### src/rtl/uart_rx.sv
// uart_rx: 8N1 UART receiver sharing the transmitter's 20-bit baud divisor and enable.
// Samples each bit at its midpoint and emits a one-cycle valid or framing-error strobe.
module uart_rx (
    input  logic        i_clk,
    input  logic        i_rst,
    input  logic        i_sel,
    input  logic [19:0] i_baud,
    input  logic        i_rx,
    output logic [7:0]  o_dout,
    output logic        o_rx_valid,
    output logic        o_frame_err,
    output logic        o_busy
);
    typedef enum logic [1:0] {IDLE, START, DATA, STOP} state_t;
    state_t      r_state, w_state_next;
    logic        r_rx_m, r_rx_s, r_rx_prev;
    logic [19:0] r_baud_q, r_cnt;
    logic [3:0]  r_idx;
    logic [7:0]  r_shreg;
    logic        w_fall, w_valid_baud, w_abort, w_half_hit, w_bit_hit;
    logic [19:0] w_half;

    assign w_fall       = r_rx_prev & ~r_rx_s;
    assign w_valid_baud = i_baud >= 20'd15;
    assign w_abort      = ~i_sel | ~w_valid_baud;
    assign w_half       = r_baud_q >> 1;
    assign w_half_hit   = r_cnt == w_half - 20'd1;
    assign w_bit_hit    = r_cnt == r_baud_q - 20'd1;
    assign o_busy       = r_state != IDLE;

    always_comb begin
        w_state_next = r_state;
        case (r_state)
            IDLE:    w_state_next = (i_sel & w_valid_baud & w_fall) ? START : IDLE;
            START:   w_state_next = w_half_hit ? (r_rx_s ? IDLE : DATA) : START;
            DATA:    w_state_next = (w_bit_hit && r_idx == 4'd7) ? STOP : DATA;
            STOP:    w_state_next = w_bit_hit ? IDLE : STOP;
            default: w_state_next = IDLE;
        endcase
        // Losing the enable or a valid divisor drops any frame in progress.
        if (r_state != IDLE && w_abort)
            w_state_next = IDLE;
    end

    always_ff @(posedge i_clk or posedge i_rst) begin
        if (i_rst)
            r_state <= IDLE;
        else
            r_state <= w_state_next;
    end

    always_ff @(posedge i_clk or posedge i_rst) begin
        if (i_rst) begin
            r_rx_m      <= 1'b1;
            r_rx_s      <= 1'b1;
            r_rx_prev   <= 1'b1;
            r_baud_q    <= 20'd0;
            r_cnt       <= 20'd0;
            r_idx       <= 4'd0;
            r_shreg     <= 8'd0;
            o_dout      <= 8'd0;
            o_rx_valid  <= 1'b0;
            o_frame_err <= 1'b0;
        end else begin
            {r_rx_prev, r_rx_s, r_rx_m} <= {r_rx_s, r_rx_m, i_rx};
            o_rx_valid  <= 1'b0;
            o_frame_err <= 1'b0;
            if (r_state == IDLE) begin
                if (w_state_next == START) begin
                    r_cnt    <= 20'd0;
                    r_baud_q <= i_baud;
                end
            end else if (!w_abort) begin
                case (r_state)
                    START: begin
                        if (w_half_hit) begin
                            r_cnt <= 20'd0;
                            r_idx <= 4'd0;
                        end else
                            r_cnt <= r_cnt + 20'd1;
                    end
                    DATA: begin
                        if (w_bit_hit) begin
                            r_shreg <= {r_rx_s, r_shreg[7:1]};
                            r_cnt   <= 20'd0;
                            r_idx   <= r_idx + 4'd1;
                        end else
                            r_cnt <= r_cnt + 20'd1;
                    end
                    STOP: begin
                        if (w_bit_hit) begin
                            r_cnt <= 20'd0;
                            if (r_rx_s) begin
                                o_dout     <= r_shreg;
                                o_rx_valid <= 1'b1;
                            end else
                                o_frame_err <= 1'b1;
                        end else
                            r_cnt <= r_cnt + 20'd1;
                    end
                    default: r_cnt <= r_cnt;
                endcase
            end
        end
    end
endmodule

### config.mk
export PLATFORM = sky130hd
export DESIGN_NAME = uart_rx
export DESIGN_NICKNAME = d
export VERILOG_FILES = /design/src/rtl/uart_rx.sv
export SDC_FILE = /design/constraint.sdc
export NUM_CORES = 1
export LEC_CHECK = 0
export ABC_AREA = 1
export CAP_MARGIN = 20
export CORE_UTILIZATION = 60
export CTS_BUF_LIST = sky130_fd_sc_hd__clkbuf_8 sky130_fd_sc_hd__clkbuf_16
export CTS_CLUSTER_DIAMETER = 80
export CTS_CLUSTER_SIZE = 16
export DETAILED_ROUTE_END_ITERATION = 8
export GPL_ROUTABILITY_DRIVEN = 0
export HOLD_SLACK_MARGIN = 0.12
export PLACE_DENSITY = 0.92
export SLEW_MARGIN = 20
export SYNTH_ARGS = -nofsm -noshare
export SYNTH_HDL_FRONTEND = slang
export SYNTH_SLANG_ARGS = --single-unit
### constraint.sdc
create_clock -name i_clk -period 3.5 [get_ports i_clk]
set_clock_uncertainty 0.2 [all_clocks]
set_input_delay 1.05 -clock i_clk [delete_from_list [all_inputs] [get_ports i_clk]]
set_output_delay 1.05 -clock i_clk [all_outputs]
set_load 0.01 [all_outputs]
==> results.sh, run 1 <==
export IMPL_run_status="complete, no violations"
export IMPL_synth_cell_types=37
export IMPL_drv_slew=0
export IMPL_syn_avg_cell_area_um2=6.59
export IMPL_tns_ns=0
export IMPL_tightest_slew_ns=0.631
export IMPL_antenna_found_initial=0
export IMPL_crit_arrival_ns=3.41
export IMPL_preCtsSetupSlack_ns=-0.0410
export IMPL_area_delta_synth_final_pct=13.3
export IMPL_critPathSlowestCell="dfrtp_1"
export IMPL_yosys_area_share_simple=0.421
export IMPL_synthFlopType="dfrtp_1"
export IMPL_synth_edf_count=0
export IMPL_cts_root_buf="clkbuf_8"
export IMPL_fin_ws_ns=0.136
export IMPL_total_power_mw=2.28
export IMPL_cts_setup_buffers=0
export IMPL_fin_area_um2=5470
export IMPL_crit_fanout=19
export IMPL_cp_start_kind="flop"
export IMPL_final_period_utilization=0.961
export IMPL_vias_per_cell=5.89
export IMPL_synthCells=733
export IMPL_end_kind="flop"
export IMPL_worstPathCellList="clkinv_1, ha_1, nand2_1, nor2_1, o21ai_0, nand2_1, nand2_1, inv_1, nand3_1, nor2_2, nand3_1, nor2_2, nand3_2, nand2_1, o21ai_1"
export IMPL_relSlewSlack=0.579
export IMPL_grt_pass1_wl_mm=21.6
export IMPL_dp_hpwl_mm=9.65
export IMPL_hp_class="reg -> reg"
export IMPL_p_leak_nw=2.73
export IMPL_insertion_delay_ns=0.37
export IMPL_required_ns=3.54
export IMPL_grt_start_max_net_pins=48
export IMPL_synth_area_um2=4830
export IMPL_numPortBuffers=34
export IMPL_first_pass_iters=9
export IMPL_num_rows=32
export IMPL_use_met1=0.401
export IMPL_grt_overflow=0
export IMPL_numCtsBuffers=9
export IMPL_met2_usage=0.538
export IMPL_synth_xor_area_frac=0.0645
export IMPL_min_period_ns=3.36
export IMPL_clk_path_buf_depth=2
export IMPL_grtUsageTotal=0.324
export IMPL_cts_tree="built"
export IMPL_finalWirelength_mm=13.1
export IMPL_cts_sinks=67
export IMPL_regArea_um2=1680
export IMPL_yosys_area_share_adder=0.0104
export IMPL_busiest_layer="met2"
export IMPL_first_iter_violations=621
export IMPL_ys_seq_area_frac=0.348
export IMPL_dpl_cell_area_um2=5260
export IMPL_layout_drive_gt1_share=0.0833
export IMPL_crit_top_cell="nand2_1"
export IMPL_ctsHoldBuffers=0
export IMPL_setup_viol=0
export IMPL_synth_common_cells="260 x nand2_1, 90 x inv_1, 70 x nor2_1"
export IMPL_start_util=0.621
export IMPL_synth_top_area_frac=0.332
export IMPL_multiInputGateArea_um2=2710
export IMPL_clk_pin_slew_ns=0.09
export IMPL_ctsResizeCount=0
export IMPL_p_per_area_nw_per_um2=417
export IMPL_yosys_cell_count_top_type="nand2_1"
export IMPL_grt_util_met3=0.0655
export IMPL_htree_levels=3
export IMPL_num_vias=5120
export IMPL_yosysWarnings=0
export IMPL_final_util=0.704
export IMPL_netlist_top_cells_area="dfrtp_1 33%, nand2_1 20%, inv_1 7.0%"
export IMPL_grt_pass1_vias=4868
export IMPL_fillers=610
export IMPL_synth_top_family_by_area="simple AND/OR/NAND/NOR gates"
export IMPL_die_area_um2=8410
export IMPL_cap_violations=0
export IMPL_route_detailed_drc=0
export IMPL_die_w_um=91.7
export IMPL_syn_nets=761
export IMPL_ant_nets=0
export IMPL_synth_compound_area_frac=0.0588
export IMPL_die_y_um=91.7
export IMPL_rsz0062_at_grt="no"
export IMPL_ys_ff_latch=67
export IMPL_io_pin_count=35
export IMPL_drt_wirelength_per_cell_um=15.1
export IMPL_synth_area_leader_cell="dfrtp_1"
export IMPL_irDropWorstVdd_mv=0.318
export IMPL_hold_violations=0
export IMPL_synthMuxAreaShare=0.00467
export IMPL_nets=791
export IMPL_core_um2=7770
export IMPL_antenna_cells=0
export IMPL_path_class="reg -> reg"
export IMPL_fmax_mhz=297
export IMPL_async_reset_ff_frac=1.00
export IMPL_slowest_delay_ns=0.41
-- per-stage QoR --
step / hold WS [ns] / cells
2_1_floorplan: 0.145 / 733
3_3_place_gp: 0.149 / 854
3_5_place_dp: 0.149 / 854
4_1_cts: 0.160 / 870
5_1_grt: 0.162 / 870
6_report: 0.158 / 870
-- layout by cell type, fill, tap and decap left out, types with 4 or more instances in the layout --
| master | n |
|---|---|
| o21ai_1 | 10 |
| o21ai_2 | 7 |
| xor2_1 | 22 |
| inv_1 | 89 |
| clkdlybuf4s50_1 | 34 |
| nor3_1 | 8 |
| o21ai_0 | 26 |
| nor4_1 | 9 |
| nor2_2 | 13 |
| nor2_4 | 5 |
| nor2_1 | 70 |
| dfrtp_1 | 64 |
| nand3_1 | 58 |
| ha_1 | 4 |
| nand2_2 | 8 |
| nand2_1 | 260 |
| nand3b_1 | 4 |
| clkinv_4 | 4 |
| clkbuf_8 | 9 |
| nand4_1 | 22 |
| xnor2_1 | 11 |
-- worst paths after layout --
check	to	depth (start not counted)	slack [ns]	startpoint
worst max register to register	r_shreg[2]	15	0.14	r_baud_q[1]
min in group asynchronous	r_baud_q[18]	2	0.82	i_rst
worst min register to register	r_rx_s	0	0.16	r_rx_m
max in group asynchronous	r_rx_s	3	1.61	i_rst
worst max-delay path	r_shreg[2]	15	0.14	r_baud_q[1]
worst min-delay path	r_rx_s	0	0.16	r_rx_m
-- state kept, by name (all words and copies together) (netlist names) --
name	flops
o_dout	8
o_frame_err	1
o_rx_valid	1
r_baud_q	20
r_cnt	20
r_idx	4
r_rx_m	1
r_rx_prev	1
r_rx_s	1
r_shreg	8
r_state	2
-- final cells by class --
cell class,instances,area share
timing repair buffer,38,0.0723
inverter,93,0.0638
tap,102,0.0233
sequential,67,0.307
clock inverter,7,0.0156
multi-input combinational,554,0.495
clock buffer,9,0.0227
-- kinds of logic after synthesis --
group                      after synthesis
buffers and inverters                  112
and+or+nand+nor                        464
xor gates and xnor gates                34
adders and majority gates                4
DFF                                     67
muxes                                    2
AOI/OAI and AO/OA                       50
-- where the power goes --
part | total [mW] | leakage [nW] | internal (mW) | switching, mW
Clock | 0.689 | 0.106 | 0.341 | 0.348
Sequential | 0.923 | 0.880 | 0.828 | 0.0952
Combinational | 0.666 | 1.75 | 0.223 | 0.443
Total | 2.28 | 2.73 | 1.39 | 0.887
-- critical path, delay by kind of cell, from the launching register on --
kind	cells	cell delay (ns)
AND/OR/NAND/NOR	10	1.82
flip-flops	1	0.41
AO/OA/AOI/OAI	2	0.25
adder cells (fa/ha/maj)	1	0.27
buffers and inverters	2	0.27
-- per-layer routing --
| layer | share of wire | wire, um |
|---|---|---|
| met1 | 0.38 | 5000 |
| met2 | 0.46 | 6070 |
| met3 | 0.10 | 1370 |
| met4 | 0.051 | 672 |
| met5 | 0 | 0 |
(Power assumes the default switching activity.)
==> inputs of run 2 (changes only) <==
--- a/config.mk
+++ b/config.mk
@@ -14,7 +14,7 @@
 export DETAILED_ROUTE_END_ITERATION = 8
 export GPL_ROUTABILITY_DRIVEN = 0
 export HOLD_SLACK_MARGIN = 0.12
-export PLACE_DENSITY = 0.92
+export PLACE_DENSITY = 0.81
 export SLEW_MARGIN = 20
 export SYNTH_ARGS = -nofsm -noshare
 export SYNTH_HDL_FRONTEND = slang
==> results.sh, run 2 (synthesis results as in run 1) <==
export IMPL_run_status="complete, no violations"
export IMPL_numCtsBuffers=9
export IMPL_cp_start_kind="flop"
export IMPL_r2r_slack_ns=0.23
export IMPL_insertion_delay_ns=0.36
export IMPL_numPortBuffers=34
export IMPL_die_area_um2=8410
export IMPL_grt_start_max_net_pins=41
export IMPL_min_period_ns=3.27
export IMPL_drv_slew=0
export IMPL_p_sw_mw=0.853
export IMPL_vias_per_cell=5.68
export IMPL_num_rows=32
export IMPL_cts_tree="built"
export IMPL_p_comb_frac=0.280
export IMPL_ant_nets=0
export IMPL_hp_class="reg -> reg"
export IMPL_p_per_area_nw_per_um2=423
export IMPL_clk_pin_slew_ns=0.08
export IMPL_first_pass_iters=5
export IMPL_cts_setup_buffers=0
export IMPL_htree_levels=3
export IMPL_power_frac_seq=0.396
export IMPL_r2r_start="r_baud_q[1]"
export IMPL_num_vias=4939
export IMPL_cts_root_buf="clkbuf_8"
export IMPL_start_util=0.621
export IMPL_tightest_slew_ns=0.680
export IMPL_holdPathEnd="r_rx_s"
export IMPL_regArea_um2=1680
export IMPL_finalWirelength_mm=12.6
export IMPL_hold_violations=0
export IMPL_sw_frac_of_total=0.367
export IMPL_antenna_found_initial=0
export IMPL_end_kind="flop"
export IMPL_crit_fanout=10
export IMPL_route_detailed_drc=0
export IMPL_tns_ns=0
export IMPL_grt_pass1_wl_mm=21.5
export IMPL_p_leak_nw=2.74
export IMPL_path_class="reg -> reg"
export IMPL_die_y_um=91.7
export IMPL_drt_wirelength_per_cell_um=14.5
export IMPL_final_util=0.707
export IMPL_fillers=683
export IMPL_die_w_um=91.7
export IMPL_setup_viol=0
export IMPL_grt_overflow=0
export IMPL_crit_arrival_ns=3.31
export IMPL_p_int_mw=1.47
export IMPL_grtUsageTotal=0.325
export IMPL_final_period_utilization=0.935
export IMPL_rsz0062_at_grt="no"
export IMPL_relSlewSlack=0.546
export IMPL_ctsHoldBuffers=0
export IMPL_core_um2=7770
export IMPL_p_clk_frac=0.324
export IMPL_layout_drive_gt1_share=0.0820
export IMPL_hold_depth=0
export IMPL_reg2reg_to="r_cnt[18]"
export IMPL_final_common_cell="nand2_1"
export IMPL_nets=791
export IMPL_cap_violations=0
export IMPL_first_iter_violations=347
export IMPL_grt_pass1_vias=4719
export IMPL_final_cell_mix="260 x nand2_1, 90 x inv_1, 70 x nor2_1"
export IMPL_fmax_mhz=306
export IMPL_irDropWorstVdd_mv=0.238
export IMPL_area_delta_synth_final_pct=13.8
export IMPL_multiInputGateArea_um2=2710
export IMPL_required_ns=3.54
export IMPL_io_pin_count=35
export IMPL_antenna_cells=0
export IMPL_worstHoldStart="r_rx_m"
export IMPL_reg_largest_list="r_baud_q: 20 flops, r_cnt: 20 flops"
export IMPL_reg2reg_depth=17
export IMPL_clk_path_buf_depth=2
export IMPL_dp_hpwl_mm=9.47
export IMPL_total_power_mw=2.33
export IMPL_cts_sinks=67
## run 2: changes by cell type in the layout (fill, tap and decap cells not counted)
| cell | change |
|---|---|
| inv_8 | -1 |
| bufinv_16 | +1 |
| nand3_2 | -1 |
| clkbuf_8 | +1 |
| clkinvlp_4 | +1 |
| clkinv_4 | -3 |
| inv_1 | +1 |
| nand3_4 | +1 |
## run 2: worst max path at each step
| stage | start | endpoint | slack (ns) | cells past startpoint |
|---|---|---|---|---|
| after floorplan | i_rst | o_dout[0] | 0.57 | 1 |
| after global placement | i_baud[19] | r_cnt[10] | 0.11 | 12 |
| after detailed placement | i_baud[19] | r_cnt[10] | -0.04 | 12 |
| after CTS | r_baud_q[1] | r_idx[0] | 0.27 | 16 |
| after global routing | r_baud_q[1] | r_idx[0] | 0.09 | 16 |
| final | r_baud_q[1] | r_cnt[18] | 0.23 | 17 |
## run 2: cell type report
cell class	count	share of cell area
multi-input cells	554	0.494
flip-flops and latches	67	0.306
repair buffers	38	0.0720
inverters	93	0.0636
clock buffers	10	0.0251
well taps	102	0.0232
clock inverters	6	0.0162
## run 2: what timing repair did
item,CTS,global route
resized for setup,0,1
setup endpoints to repair,0,2
endpoints found under the hold margin,0,0
## run 2: critical path: stages, from the launching register on
cell and delay (ns):
dfrtp_1 0.40, clkinv_1 0.21, ha_1 0.27, nand2_1 0.16
nor2_1 0.33, o21ai_0 0.19, nand2_1 0.11, nand2_1 0.06
inv_1 0.05, nand3_1 0.09, nor2_2 0.14, nand2_1 0.08
nor2_2 0.09, nand2_2 0.10, nand2_1 0.11, nand2_1 0.28
nand3_1 0.18, nand2_1 0.08
## run 2: routing by layer
layer | wire [um] | vias up | part of all wire | global-route usage
met1 | 5300 | 2316 | 0.42 | 0.426
met3 | 991 | 32 | 0.078 | 0.0597
met4 | 318 | 0 | 0.025 | 0.113
li1 | - | 2369 | - | -
met5 | 0 | - | 0 | 0
met2 | 6030 | 222 | 0.48 | 0.543
## run 2: metrics by stage
stage               setup WS (ns)  cells  instance area (um^2)  hold WS (ns)
finish                      0.227    870                  5490         0.162
global route               0.0897    870                  5490         0.172
CTS                         0.268    870                  5490         0.159
detailed placement        -0.0358    854                  5260         0.148
global placement            0.106    854                  5260         0.147
floorplan                   0.572    733                  4830         0.145
## run 2: power groups by stage
stage | clock (mW) | combinational [mW] | sequential, mW
3_5_place_dp | 0 | 0.631 | 0.933
3_3_place_gp | 0 | 0.607 | 0.932
6_report | 0.754 | 0.652 | 0.920
5_1_grt | 0.788 | 0.729 | 0.929
4_1_cts | 0.754 | 0.639 | 0.918
2_1_floorplan | 0 | 0.475 | 0.907
==> inputs of run 3 (changes only) <==
==> constraint.sdc (replaced) <==
create_clock -name i_clk -period 3.65 [get_ports i_clk]
set_clock_uncertainty 0.2 [all_clocks]
set_input_delay 1.095 -clock i_clk [delete_from_list [all_inputs] [get_ports i_clk]]
set_output_delay 1.095 -clock i_clk [all_outputs]
set_load 0.01 [all_outputs]
==> results.sh, run 3 (synthesis results as in run 1) <==
export IMPL_crit_arrival_ns=3.23
export IMPL_critPathLaunch="i_baud[19]"
export IMPL_tns_ns=0
export IMPL_dp_hpwl_mm=9.21
export IMPL_p_comb_frac=0.287
export IMPL_start_util=0.621
export IMPL_p_sw_mw=0.832
export IMPL_num_rows=32
export IMPL_numCtsBuffers=9
export IMPL_cts_setup_buffers=0
export IMPL_finalWirelength_mm=12.4
export IMPL_fmax_mhz=311
export IMPL_grt_pass1_wl_mm=20.8
export IMPL_area_delta_synth_final_pct=13.0
export IMPL_drv_slew=0
export IMPL_irDropWorstVdd_mv=0.267
export IMPL_clk_path_buf_depth=2
export IMPL_min_period_ns=3.21
export IMPL_grtUsageTotal=0.315
export IMPL_setup_viol=0
export IMPL_die_y_um=91.7
export IMPL_antenna_found_initial=0
export IMPL_numPortBuffers=34
export IMPL_vias_per_cell=5.56
export IMPL_antenna_cells=0
export IMPL_insertion_delay_ns=0.35
export IMPL_run_status="complete, no violations"
export IMPL_sw_frac_of_total=0.384
export IMPL_route_detailed_drc=0
export IMPL_reg_largest_list="r_baud_q: 20 flops, r_cnt: 20 flops"
export IMPL_clk_pin_slew_ns=0.09
export IMPL_final_util=0.702
export IMPL_grt_overflow=0
export IMPL_end_kind="flop"
export IMPL_instances_no_fill=870
export IMPL_cts_sinks=67
export IMPL_ctsResizeCount=0
export IMPL_r2r_start="r_baud_q[1]"
export IMPL_p_int_mw=1.34
export IMPL_rsz0062_at_grt="no"
export IMPL_die_w_um=91.7
export IMPL_hp_class="reg -> reg"
export IMPL_drt_wirelength_per_cell_um=14.2
export IMPL_tightest_slew_ns=0.652
export IMPL_p_per_area_nw_per_um2=397
export IMPL_grt_start_max_net_pins=68
export IMPL_grt_pass1_vias=4453
export IMPL_hold_depth=0
export IMPL_die_area_um2=8410
export IMPL_relSlewSlack=0.562
export IMPL_ctsHoldBuffers=0
export IMPL_fin_ws_ns=0.436
export IMPL_cts_tree="built"
export IMPL_path_class="in -> reg"
export IMPL_crit_fanout=21
export IMPL_final_cell_mix="260 x nand2_1, 89 x inv_1, 70 x nor2_1"
export IMPL_first_pass_iters=7
export IMPL_power_frac_seq=0.407
export IMPL_ant_nets=0
export IMPL_worstHoldStart="r_rx_m"
export IMPL_p_leak_nw=2.72
export IMPL_p_clk_frac=0.306
export IMPL_htree_levels=3
export IMPL_preCtsSetupSlack_ns=0.0807
export IMPL_reg2reg_depth=15
export IMPL_layout_drive_gt1_share=0.0833
export IMPL_final_period_utilization=0.880
export IMPL_core_um2=7770
export IMPL_num_vias=4841
export IMPL_io_pin_count=35
export IMPL_cts_root_buf="clkbuf_8"
export IMPL_cap_violations=0
export IMPL_required_ns=3.67
export IMPL_cp_start_kind="input port"
export IMPL_hold_violations=0
export IMPL_final_common_cell="nand2_1"
export IMPL_nets=791
export IMPL_fillers=675
export IMPL_first_iter_violations=412
export IMPL_dpl_cell_count=854
==> run 3: stage by stage <==
step | instance area (um^2) | power, mW | hold WS [ns]
final | 5450 | 2.17 | 0.158
after floorplan | 4830 | 1.33 | 0.145
after detailed placement | 5250 | 1.49 | 0.149
after CTS | 5450 | 2.16 | 0.160
after global placement | 5250 | 1.47 | 0.146
after global routing | 5450 | 2.29 | 0.166
==> run 3: metal layers <==
layer / share of wire / up-vias / track usage
met5: 0 / - / 0
met4: 0.028 / 0 / 0.108
met3: 0.073 / 39 / 0.0580
met2: 0.47 / 218 / 0.508
met1: 0.43 / 2218 / 0.427
li1: - / 2366 / -
==> run 3: area by class of cell <==
cell class	count	area [um^2]	area share
Timing Repair Buffer	38	383	0.0702
Multi-Input combinational cell	554	2710	0.496
Inverter	93	349	0.0640
Tap cell	102	128	0.0234
Clock inverter	7	83.8	0.0154
Clock buffer	9	124	0.0227
Sequential cell	67	1680	0.308
==> run 3: worst max-delay path: stages <==
cell,delay (ns)
clkdlybuf4s50_1,0.42
nor4_1,0.33
nand2_1,0.13
nor2_1,0.14
nand2_1,0.11
nand2_1,0.15
nor2_1,0.07
nor2_1,0.15
inv_1,0.30
nand2_1,0.14
nand2_1,0.06
a21boi_1,0.12
==> run 3: path summary, 6_finish.rpt <==
check	endpoint	slack (ns)
max	r_cnt[10]	0.44
min	r_rx_s	0.16
max reg2reg	r_idx[1]	0.51
min reg2reg	r_rx_s	0.16
max in group asynchronous	r_rx_s	1.98
min in group asynchronous	r_baud_q[18]	0.95
==> run 3: power groups by stage <==
stage | logic (mW) | clock network, mW | registers [mW]
after global routing | 0.698 | 0.702 | 0.889
after CTS | 0.607 | 0.669 | 0.879
after global placement | 0.582 | 0 | 0.893
after floorplan | 0.455 | 0 | 0.870
final | 0.623 | 0.663 | 0.881
after detailed placement | 0.600 | 0 | 0.894
